[src/rtl/rv32_fetch_pkg.sv]
// Shared types and constants for the RV32 instruction fetch stage.
package rv32_fetch_pkg;

    // ADDI x0,x0,0: what decode sees when no fetched instruction is available
    localparam logic [31:0] NOP_INSTR_DEFAULT = 32'h0000_0013;

    typedef enum logic [1:0] {
        IDLE,   // no memory request outstanding
        REQ,    // request outstanding, result will be queued
        DRAIN   // request outstanding, result belongs to a squashed path
    } fetch_state_t;

    typedef struct packed {
        logic [31:0] pc;
        logic [31:0] instr;
    } fetch_entry_t;

endpackage

[src/rtl/fetch_fifo.sv]
// Circular queue of fetched instructions with their fetch addresses.
module fetch_fifo
    import rv32_fetch_pkg::*;
#(
    parameter int unsigned DEPTH = 2
) (
    input  logic                     CLOCK,
    input  logic                     RESET,
    input  logic                     push,
    input  logic                     pop,
    input  logic                     flush,
    input  fetch_entry_t             push_data,
    output logic [$clog2(DEPTH):0]   count,
    output fetch_entry_t             head
);

    localparam int unsigned PW = $clog2(DEPTH);
    localparam int unsigned CW = PW + 1;

    fetch_entry_t  mem_q [DEPTH];
    logic [PW-1:0] head_q;
    logic [PW-1:0] tail_q;
    logic [CW-1:0] count_q;

    // Pointer and occupancy update; flush empties the queue in one edge
    always_ff @(posedge CLOCK) begin
        if (RESET || flush) begin
            head_q  <= '0;
            tail_q  <= '0;
            count_q <= '0;
        end else begin
            if (push) tail_q <= tail_q + 1'b1;
            if (pop)  head_q <= head_q + 1'b1;
            count_q <= count_q + CW'(push) - CW'(pop);
        end
    end

    // Entry storage; pointers wrap naturally because DEPTH is a power of two
    always_ff @(posedge CLOCK) begin
        if (push && !RESET && !flush) begin
            mem_q[tail_q] <= push_data;
        end
    end

    // Head and occupancy straight from state
    always_comb begin
        count = count_q;
        head  = mem_q[head_q];
    end

endmodule

[src/rtl/instruction_fetch_unit.sv]
// IF stage: issues instruction memory reads for the current PC, queues the
// returned words for decode, and squashes wrong-path fetches on redirect.
module instruction_fetch_unit
    import rv32_fetch_pkg::*;
#(
    parameter int unsigned DEPTH     = 2,
    parameter logic [31:0] NOP_INSTR = NOP_INSTR_DEFAULT
) (
    input  logic        CLOCK,
    input  logic        RESET,
    input  logic [31:0] PC,
    output logic [31:0] PC_NEXT,
    output logic        FETCH_STALL,
    output logic        IMEM_READ,
    output logic [31:0] IMEM_ADDR,
    input  logic [31:0] IMEM_READDATA,
    input  logic        IMEM_BUSYWAIT,
    input  logic        BRANCH_TAKEN,
    input  logic [31:0] BRANCH_TARGET,
    input  logic        ID_STALL,
    output logic        IF_VALID,
    output logic [31:0] IF_INSTR,
    output logic [31:0] IF_PC,
    output logic [31:0] IF_PC4
);

    localparam int unsigned CW = $clog2(DEPTH) + 1;

    fetch_state_t  state_q;
    logic [CW-1:0] count;
    logic [CW-1:0] count_next;
    fetch_entry_t  head;
    fetch_entry_t  push_data;
    logic          complete;
    logic          push;
    logic          pop;
    logic          issue;

    fetch_fifo #(
        .DEPTH (DEPTH)
    ) u_fifo (
        .CLOCK     (CLOCK),
        .RESET     (RESET),
        .push      (push),
        .pop       (pop),
        .flush     (BRANCH_TAKEN),
        .push_data (push_data),
        .count     (count),
        .head      (head)
    );

    // Handshake decode and issue decision; a draining request never re-issues
    always_comb begin
        complete   = (state_q != IDLE) && IMEM_READ && !IMEM_BUSYWAIT;
        push       = complete && (state_q == REQ) && !BRANCH_TAKEN;
        pop        = (count != '0) && !ID_STALL && !BRANCH_TAKEN;
        count_next = count + CW'(push) - CW'(pop);
        issue      = !RESET && !BRANCH_TAKEN
                     && ((state_q == IDLE) || (complete && (state_q == REQ)))
                     && (count_next < CW'(DEPTH));
        push_data.pc    = IMEM_ADDR;
        push_data.instr = IMEM_READDATA;
    end

    // PC register control and decode-facing outputs
    always_comb begin
        PC_NEXT     = BRANCH_TAKEN ? BRANCH_TARGET : PC + 32'd4;
        FETCH_STALL = RESET || (!issue && !BRANCH_TAKEN);
        IF_VALID    = (count != '0);
        IF_INSTR    = IF_VALID ? head.instr : NOP_INSTR;
        IF_PC       = IF_VALID ? head.pc : 32'd0;
        IF_PC4      = IF_PC + 32'd4;
    end

    // Request FSM with registered memory interface
    always_ff @(posedge CLOCK) begin
        if (RESET) begin
            state_q   <= IDLE;
            IMEM_READ <= 1'b0;
            IMEM_ADDR <= 32'd0;
        end else if (issue) begin
            state_q   <= REQ;
            IMEM_READ <= 1'b1;
            IMEM_ADDR <= PC;
        end else begin
            case (state_q)
                REQ: begin
                    if (complete) begin
                        state_q   <= IDLE;
                        IMEM_READ <= 1'b0;
                    end else if (BRANCH_TAKEN) begin
                        state_q <= DRAIN;
                    end
                end
                DRAIN: begin
                    if (complete) begin
                        state_q   <= IDLE;
                        IMEM_READ <= 1'b0;
                    end
                end
                default: begin
                    state_q   <= IDLE;
                    IMEM_READ <= 1'b0;
                end
            endcase
        end
    end

endmodule

[config.mk]
export PLATFORM = sky130hd
export DESIGN_NAME = instruction_fetch_unit
export DESIGN_NICKNAME = d
export VERILOG_FILES = /design/src/rtl/rv32_fetch_pkg.sv /design/src/rtl/fetch_fifo.sv /design/src/rtl/instruction_fetch_unit.sv
export SDC_FILE = /design/constraint.sdc
export NUM_CORES = 1
export LEC_CHECK = 0
export ABC_AREA = 1
export BUFFER_PORTS_ARGS = -buffer_cell sky130_fd_sc_hd__buf_2
export CORE_MARGIN = 2
export CORE_UTILIZATION = 40
export DETAILED_ROUTE_END_ITERATION = 12
export SYNTH_ARGS = -nofsm -noshare
export SYNTH_HDL_FRONTEND = slang
export SYNTH_SLANG_ARGS = --single-unit
export TNS_END_PERCENT = 10
[constraint.sdc]
create_clock -name CLOCK -period 4.7 [get_ports CLOCK]
set_input_delay 0.235 -clock CLOCK [delete_from_list [all_inputs] [get_ports CLOCK]]
set_output_delay 0.235 -clock CLOCK [all_outputs]
set_load 0.05 [all_outputs]
==> impl_metrics.toml, run 1 <==
[timing]
fin_crit_ns = 3.92
final.setup_skew_ns = 0.0130
worst_pin_slew_ns = 0.846
worst_slew_margin_rel = 0.435
fmax_mhz = 255
setup_repair_after_global_routing_missed_its_margin = "no"
setup_viol_count_final = 0
setup_total_negative_slack_ns = 0
finalHoldViolCount = 0
timing.final.crit_share = 0.833
finalWorstSetupSlack_ns = 0.783
final_max_slew_viol_count = 0

[placement]
placement.io_buffers = 263
placedInstanceArea_mm2 = 0.0103
post-place-cells = 1599
place_worst_setup_slack_ns = 1.25
place.gp.congestion = 0.919
place.detailed.hpwl_mm = 18.4

[clocking]
tritoncts_num_sinks = 168
cts_setup_buffers = 0
cts_buffer_depth = 2
clk_pin_slew_worst_paths_ns = 0.07
htree_levels = 4
cts.root.buffer_cell = "clkbuf_16"
clk_latency_ns = 0.43
numCtsBuffers = 17
tritoncts = "done"

[pwr]
swShare = 0.276
leakagePower_nw = 5.30
combPwrFrac = 0.121
worst_ir_drop_vdd_mv = 0.227
power_density_mw_per_mm2 = 302
switchingPower_mw = 0.934
power.share.clock = 0.391
cellInternalPower_mw = 2.44
seqPwrFrac = 0.488

[setup_path]
start_kind = "flop"
worst_setup_path_end_kind = "output port"
required_time_at_the_worst_slack_endpoint_ns = 4.47
worstSetupPathType = "flop to output port"
cp_data_arrival_time_ns = 3.68
critPathMaxFanout = 59

[routing]
postRouteAntennaNets = 0
postRouteWirelength_mm = 24.3
drc = 0
drt-pass1-iter-count = 5
vias_per_cell = 4.72
drt_initial_violations = 411
detailroute.via_count = 7848
route.detailed.wl_per_inst_um = 14.7

[synthesis]
ys_top_cells_by_area = "edfxtp_1, nand2_1, dfxtp_1"
post_synthesis_instance_area_mm2 = 0.00879
async_s_r_ff_share_synth = 0
number_of_synthesized_flops_with_an_enable_pin = 128
synthDominantAreaCellType = "edfxtp_1"
synthDominantCellAreaShare = 0.437
postSynthRegisterBits = 168
seq_area_frac_synth = 0.528
mappedNetlistNets = 1195
post_syn_instances = 1087
synth.lib_cells_used.distinct = 35
synth.avg_cell_area_um2 = 8.09
ys_dominant_reg_cell = "edfxtp_1"
yosys_warnings = 0

[die]
top_level_ports = 264
die_h_um = 152
initial_utilization = 0.405
die_area_mm2 = 0.0232
dieWidth_um = 152
core_area_mm2 = 0.0217
std_cell_rows = 54

[global_route]
first_pass_grt_wire_length_mm = 38.4
initial_antenna_violation_count = 0
grt_util_all_layers = 0.208
via_count_of_the_first_global_routing_pass = 7396
grt_max_degree = 60
grt.overflow.total = 0

[layout]
post_layout_nonfiller_instances = 1662
fin_area_mm2 = 0.0112
fin_nets = 1477
fin_util = 0.516
areaGrowthSynthToFinish_pct = 27.3
final_layout_size_suffix_gt1_frac = 0.255
diodes = 0

[hold_path]
hold_path.class = "primary input to flop"

[flow_run]
max-cap-violations = 0

[outcome]
result_of_the_run = "complete, no violations"
## cell type report
cell class,count,area [µm²]
well taps,280,350
fillers,2142,10500
repair buffers,305,1710
inverters,96,362
clock inverters,15,148
clock buffers,17,425
flip-flops and latches,168,4650
multi-input cells,781,3550
## worst paths after layout
kind / start / end / slack (ns) / depth (start not counted)
max reg2reg: state_q[0]$_SDFFE_PP0P_ / IMEM_ADDR[18]$_SDFFE_PP0P_ / 1.75 / 12
min reg2reg: IMEM_ADDR[19]$_SDFFE_PP0P_ / u_fifo.mem_q[1][51]$_DFFE_PP_ / 0.49 / 0
min: IMEM_READDATA[0] / u_fifo.mem_q[0][0]$_DFFE_PP_ / 0.02 / 1
max: u_fifo.count[0]$_SDFF_PP0_ / IF_PC4[26] / 0.78 / 14
## flip-flops by register name, indices dropped and copies added, names as in the netlist, named ones only
register       flops
u_fifo.tail_q      1
IMEM_ADDR         32
u_fifo.head_q      1
state_q            2
u_fifo.count       2
IMEM_READ          1
u_fifo.mem_q     128
## synthesized netlist by cell type, types with 3 or more instances
| library cell | number |
|---|---|
| nand2_2 | 12 |
| edfxtp_1 | 128 |
| nand3_1 | 53 |
| nand3_2 | 9 |
| buf_1 | 4 |
| ha_1 | 7 |
| clkbuf_1 | 15 |
| buf_4 | 4 |
| buf_2 | 11 |
| nor2_4 | 7 |
| o21ai_1 | 3 |
| nor2_1 | 147 |
| buf_6 | 7 |
| inv_1 | 92 |
| nand4_1 | 7 |
| nand2_1 | 417 |
| o21ai_0 | 22 |
| dfxtp_1 | 40 |
| nor2_2 | 9 |
| o31ai_1 | 3 |
| xor2_1 | 26 |
| a21oi_1 | 36 |
| nor3_1 | 13 |
## placed cells by master, fill, tap and decap left out, types with 2 or more instances in the layout
cell / instances
a21oi_1: 36
a31oi_1: 2
buf_2: 263
buf_4: 11
clkbuf_16: 17
clkinv_2: 2
clkinv_4: 2
dfxtp_1: 39
dlygate4sd3_1: 31
edfxtp_1: 128
ha_1: 7
inv_1: 92
inv_2: 2
inv_6: 4
inv_8: 6
nand2_1: 417
nand2_2: 12
nand3_1: 53
nand3_2: 9
nand3b_1: 2
nand4_1: 7
nor2_1: 145
nor2_2: 9
nor2_4: 9
nor3_1: 13
o21ai_0: 22
o21ai_1: 3
o31ai_1: 3
xor2_1: 26
## per-layer routing
metal	up-vias	routed length [µm]	GRT usage
met4	0	234	0.0472
met5	-	0	0
li1	4031	-	-
met2	295	11400	0.344
met1	3506	11100	0.279
met3	16	1630	0.0486
## per-stage QoR
stage	total power, mW	hold slack (ns)
2_1_floorplan	1.93	0.304
3_3_place_gp	2.07	0.424
3_5_place_dp	2.07	0.426
4_1_cts	3.41	0.00199
5_1_grt	3.51	0.0118
6_report	3.38	0.0214
## power by group through the flow
stage	Sequential [mW]	Clock [mW]	Combinational (mW)
CTS	1.65	1.35	0.411
detailed placement	1.68	0	0.389
floorplan	1.74	0	0.190
finish	1.65	1.32	0.409
global route	1.65	1.41	0.444
global placement	1.68	0	0.389
## kinds of logic after synthesis
kind of cell             Yosys count  share of synthesized area
AND/OR/NAND/NOR                  681                      0.327
flip-flops                       168                      0.528
buffers and inverters            138                     0.0696
AO/OA/AOI/OAI                     66                     0.0387
XOR/XNOR                          27                     0.0269
adder cells (fa/ha/maj)            7                    0.00996
## timing repair
item | in CTS | in global routing
endpoints found under the hold margin | 61 | 0
resized for setup | 0 | 0
hold buffers | 31 | 0
## critical path: stages, from the launching register on
cell and delay [ns]:
dfxtp_1 0.34, nor2_4 0.11, buf_4 0.36, clkinv_2 0.72, nand2_1 0.49, inv_1 0.10
ha_1 0.23, inv_1 0.12, nor2_2 0.09, nand2_2 0.19, inv_1 0.08, nand2_1 0.07
nand2_1 0.04, nand2_1 0.04, buf_2 0.25
(Power assumes the default switching activity.)
==> inputs of run 2 (changes only) <==
- clock period: 4.7 -> 4.05 ns (I/O delays scaled with it)
==> impl_metrics.toml, run 2 (synthesis gave the netlist of run 1 again) <==
[outcome]
result_of_the_run = "complete, no violations"

[hold_path]
hold_path.class = "primary input to flop"
holdPathEnd = "IMEM_ADDR[1]$_SDFFE_PP0P_"
worst_min_delay_path_startpoint = "PC[1]"
worst_hold_path_depth = 5

[timing]
fin_crit_ns = 3.35
fmax_mhz = 299
final_max_slew_viol_count = 0
setup_total_negative_slack_ns = 0
setup_repair_after_global_routing_missed_its_margin = "no"
worst_slew_margin_rel = 0.516
setup_viol_count_final = 0
worst_pin_slew_ns = 0.724
hold_ws_ns = 0.101
timing.final.crit_share = 0.826
finalHoldViolCount = 0
final.setup_skew_ns = 0.0108

[clocking]
tritoncts_num_sinks = 168
cts.root.buffer_cell = "clkbuf_16"
clk_latency_ns = 0.43
cts_setup_buffers = 0
cts_buffer_depth = 2
clk_pin_slew_worst_paths_ns = 0.07
htree_levels = 4
tritoncts = "done"
numCtsBuffers = 17
post_cts_hold_buffer_count = 33
ctsResizeCount = 0

[placement]
place.gp.congestion = 0.894
place.detailed.hpwl_mm = 18.9
placement.io_buffers = 263
post-place-cells = 1603

[setup_path]
worst-r2r-cell-count = 11
worst_setup_path_end_kind = "output port"
cell_by_cell_listing_of_the_critical_path = "nor2_4 > clkinv_2 > nand2_1 > inv_1 > ha_1 > inv_1 > nor2_2 > nand2_2 > xor2_1 > buf_2"
required_time_at_the_worst_slack_endpoint_ns = 3.85
worst_r2r_startpoint = "u_fifo.count[0]$_SDFF_PP0_"
critical_path.most_common_cell = "inv_1"
cp_data_arrival_time_ns = 3.14
r2r-end = "IMEM_ADDR[22]$_SDFFE_PP0P_"
slowest_stage = "nor2_4"
delay_of_the_slowest_cell_on_the_worst_path_ns = 0.41
start_kind = "flop"
worstSetupPathType = "flop to output port"
critPathMaxFanout = 19
ff2ff_setup_slack_ns = 1.32

[die]
core_area_mm2 = 0.0217
die_area_mm2 = 0.0232
std_cell_rows = 54
initial_utilization = 0.405
top_level_ports = 264
dieWidth_um = 152
die_h_um = 152

[layout]
largestRegisters = "u_fifo.mem_q x128, IMEM_ADDR x32"
areaGrowthSynthToFinish_pct = 28.5
fin_nets = 1483
registers.top_by_ff_count = "u_fifo.mem_q"
final_layout_size_suffix_gt1_frac = 0.257
layout.cells.most_common = "nand2_1"
final_cell_mix = "nand2_1, buf_2, nor2_1"
post_layout_nonfiller_instances = 1668
diodes = 0
largest_register_ffs = 128
fin_util = 0.521

[routing]
postRouteWirelength_mm = 24.7
detailroute.via_count = 7851
postRouteAntennaNets = 0
vias_per_cell = 4.71
drc = 0
route.detailed.wl_per_inst_um = 14.8
drt_initial_violations = 432
drt-pass1-iter-count = 5

[pwr]
power.share.clock = 0.408
power_density_mw_per_mm2 = 357
worst_ir_drop_vdd_mv = 0.267
swShare = 0.268
switchingPower_mw = 1.08
cellInternalPower_mw = 2.95
combPwrFrac = 0.118
seqPwrFrac = 0.474
leakagePower_nw = 5.35
total_power_mw = 4.04

[global_route]
grt.overflow.total = 0
initial_antenna_violation_count = 0
first_pass_grt_wire_length_mm = 38.6
grt_util_all_layers = 0.211
via_count_of_the_first_global_routing_pass = 7475
grt_max_degree = 51

[flow_run]
max-cap-violations = 0
[run 2: area by class of cell]
cell class | instances | area [µm²]
fillers | 2133 | 10400
inverters | 96 | 362
well taps | 280 | 350
clock inverters | 15 | 183
repair buffers | 311 | 1780
multi-input cells | 781 | 3550
flip-flops and latches | 168 | 4650
clock buffers | 17 | 425
[run 2: metal layers]
metal	vias up	global-route usage	wire length, µm	share of wire
met2	280	0.351	11500	0.47
met4	0	0.0641	473	0.019
met5	-	0	0	0
li1	4054	-	-	-
met3	26	0.0506	1580	0.064
met1	3491	0.273	11200	0.45
[run 2: how the worst max path moves through the flow]
stage                               startpoint                           end  slack [ns]
finish              u_fifo.count[0]$_SDFF_PP0_                    IF_PC4[10]        0.70
global route        u_fifo.count[0]$_SDFF_PP0_                    IF_PC4[26]        0.50
CTS                 u_fifo.count[0]$_SDFF_PP0_                    IF_PC4[10]        0.72
detailed placement  u_fifo.count[0]$_SDFF_PP0_                    IF_PC4[10]        1.21
global placement    u_fifo.count[0]$_SDFF_PP0_                    IF_PC4[10]        1.33
floorplan               IMEM_READ$_SDFFE_PP0P_  u_fifo.mem_q[0][0]$_DFFE_PP_       -0.33
[run 2: power groups by stage]
stage	registers (mW)	logic [mW]	clock network [mW]
global placement	1.95	0.450	0
finish	1.91	0.476	1.65
global route	1.92	0.514	1.75
floorplan	2.02	0.221	0
detailed placement	1.95	0.452	0
CTS	1.91	0.478	1.68
[run 2: critical path, delay by kind of cell (launching register included)]
kind          cells  cell delay (ns)
simple gates      4             0.98
xor+xnor          1             0.23
flops             1             0.34
fa+ha+maj         1             0.22
buf+inv           4             0.93
[run 2: stage by stage]
stage	instance area, µm²	worst slack, ns
after floorplan	8790	-0.325
after global placement	10400	1.33
after detailed placement	10400	1.21
after CTS	11300	0.716
after global routing	11300	0.502
final	11300	0.704
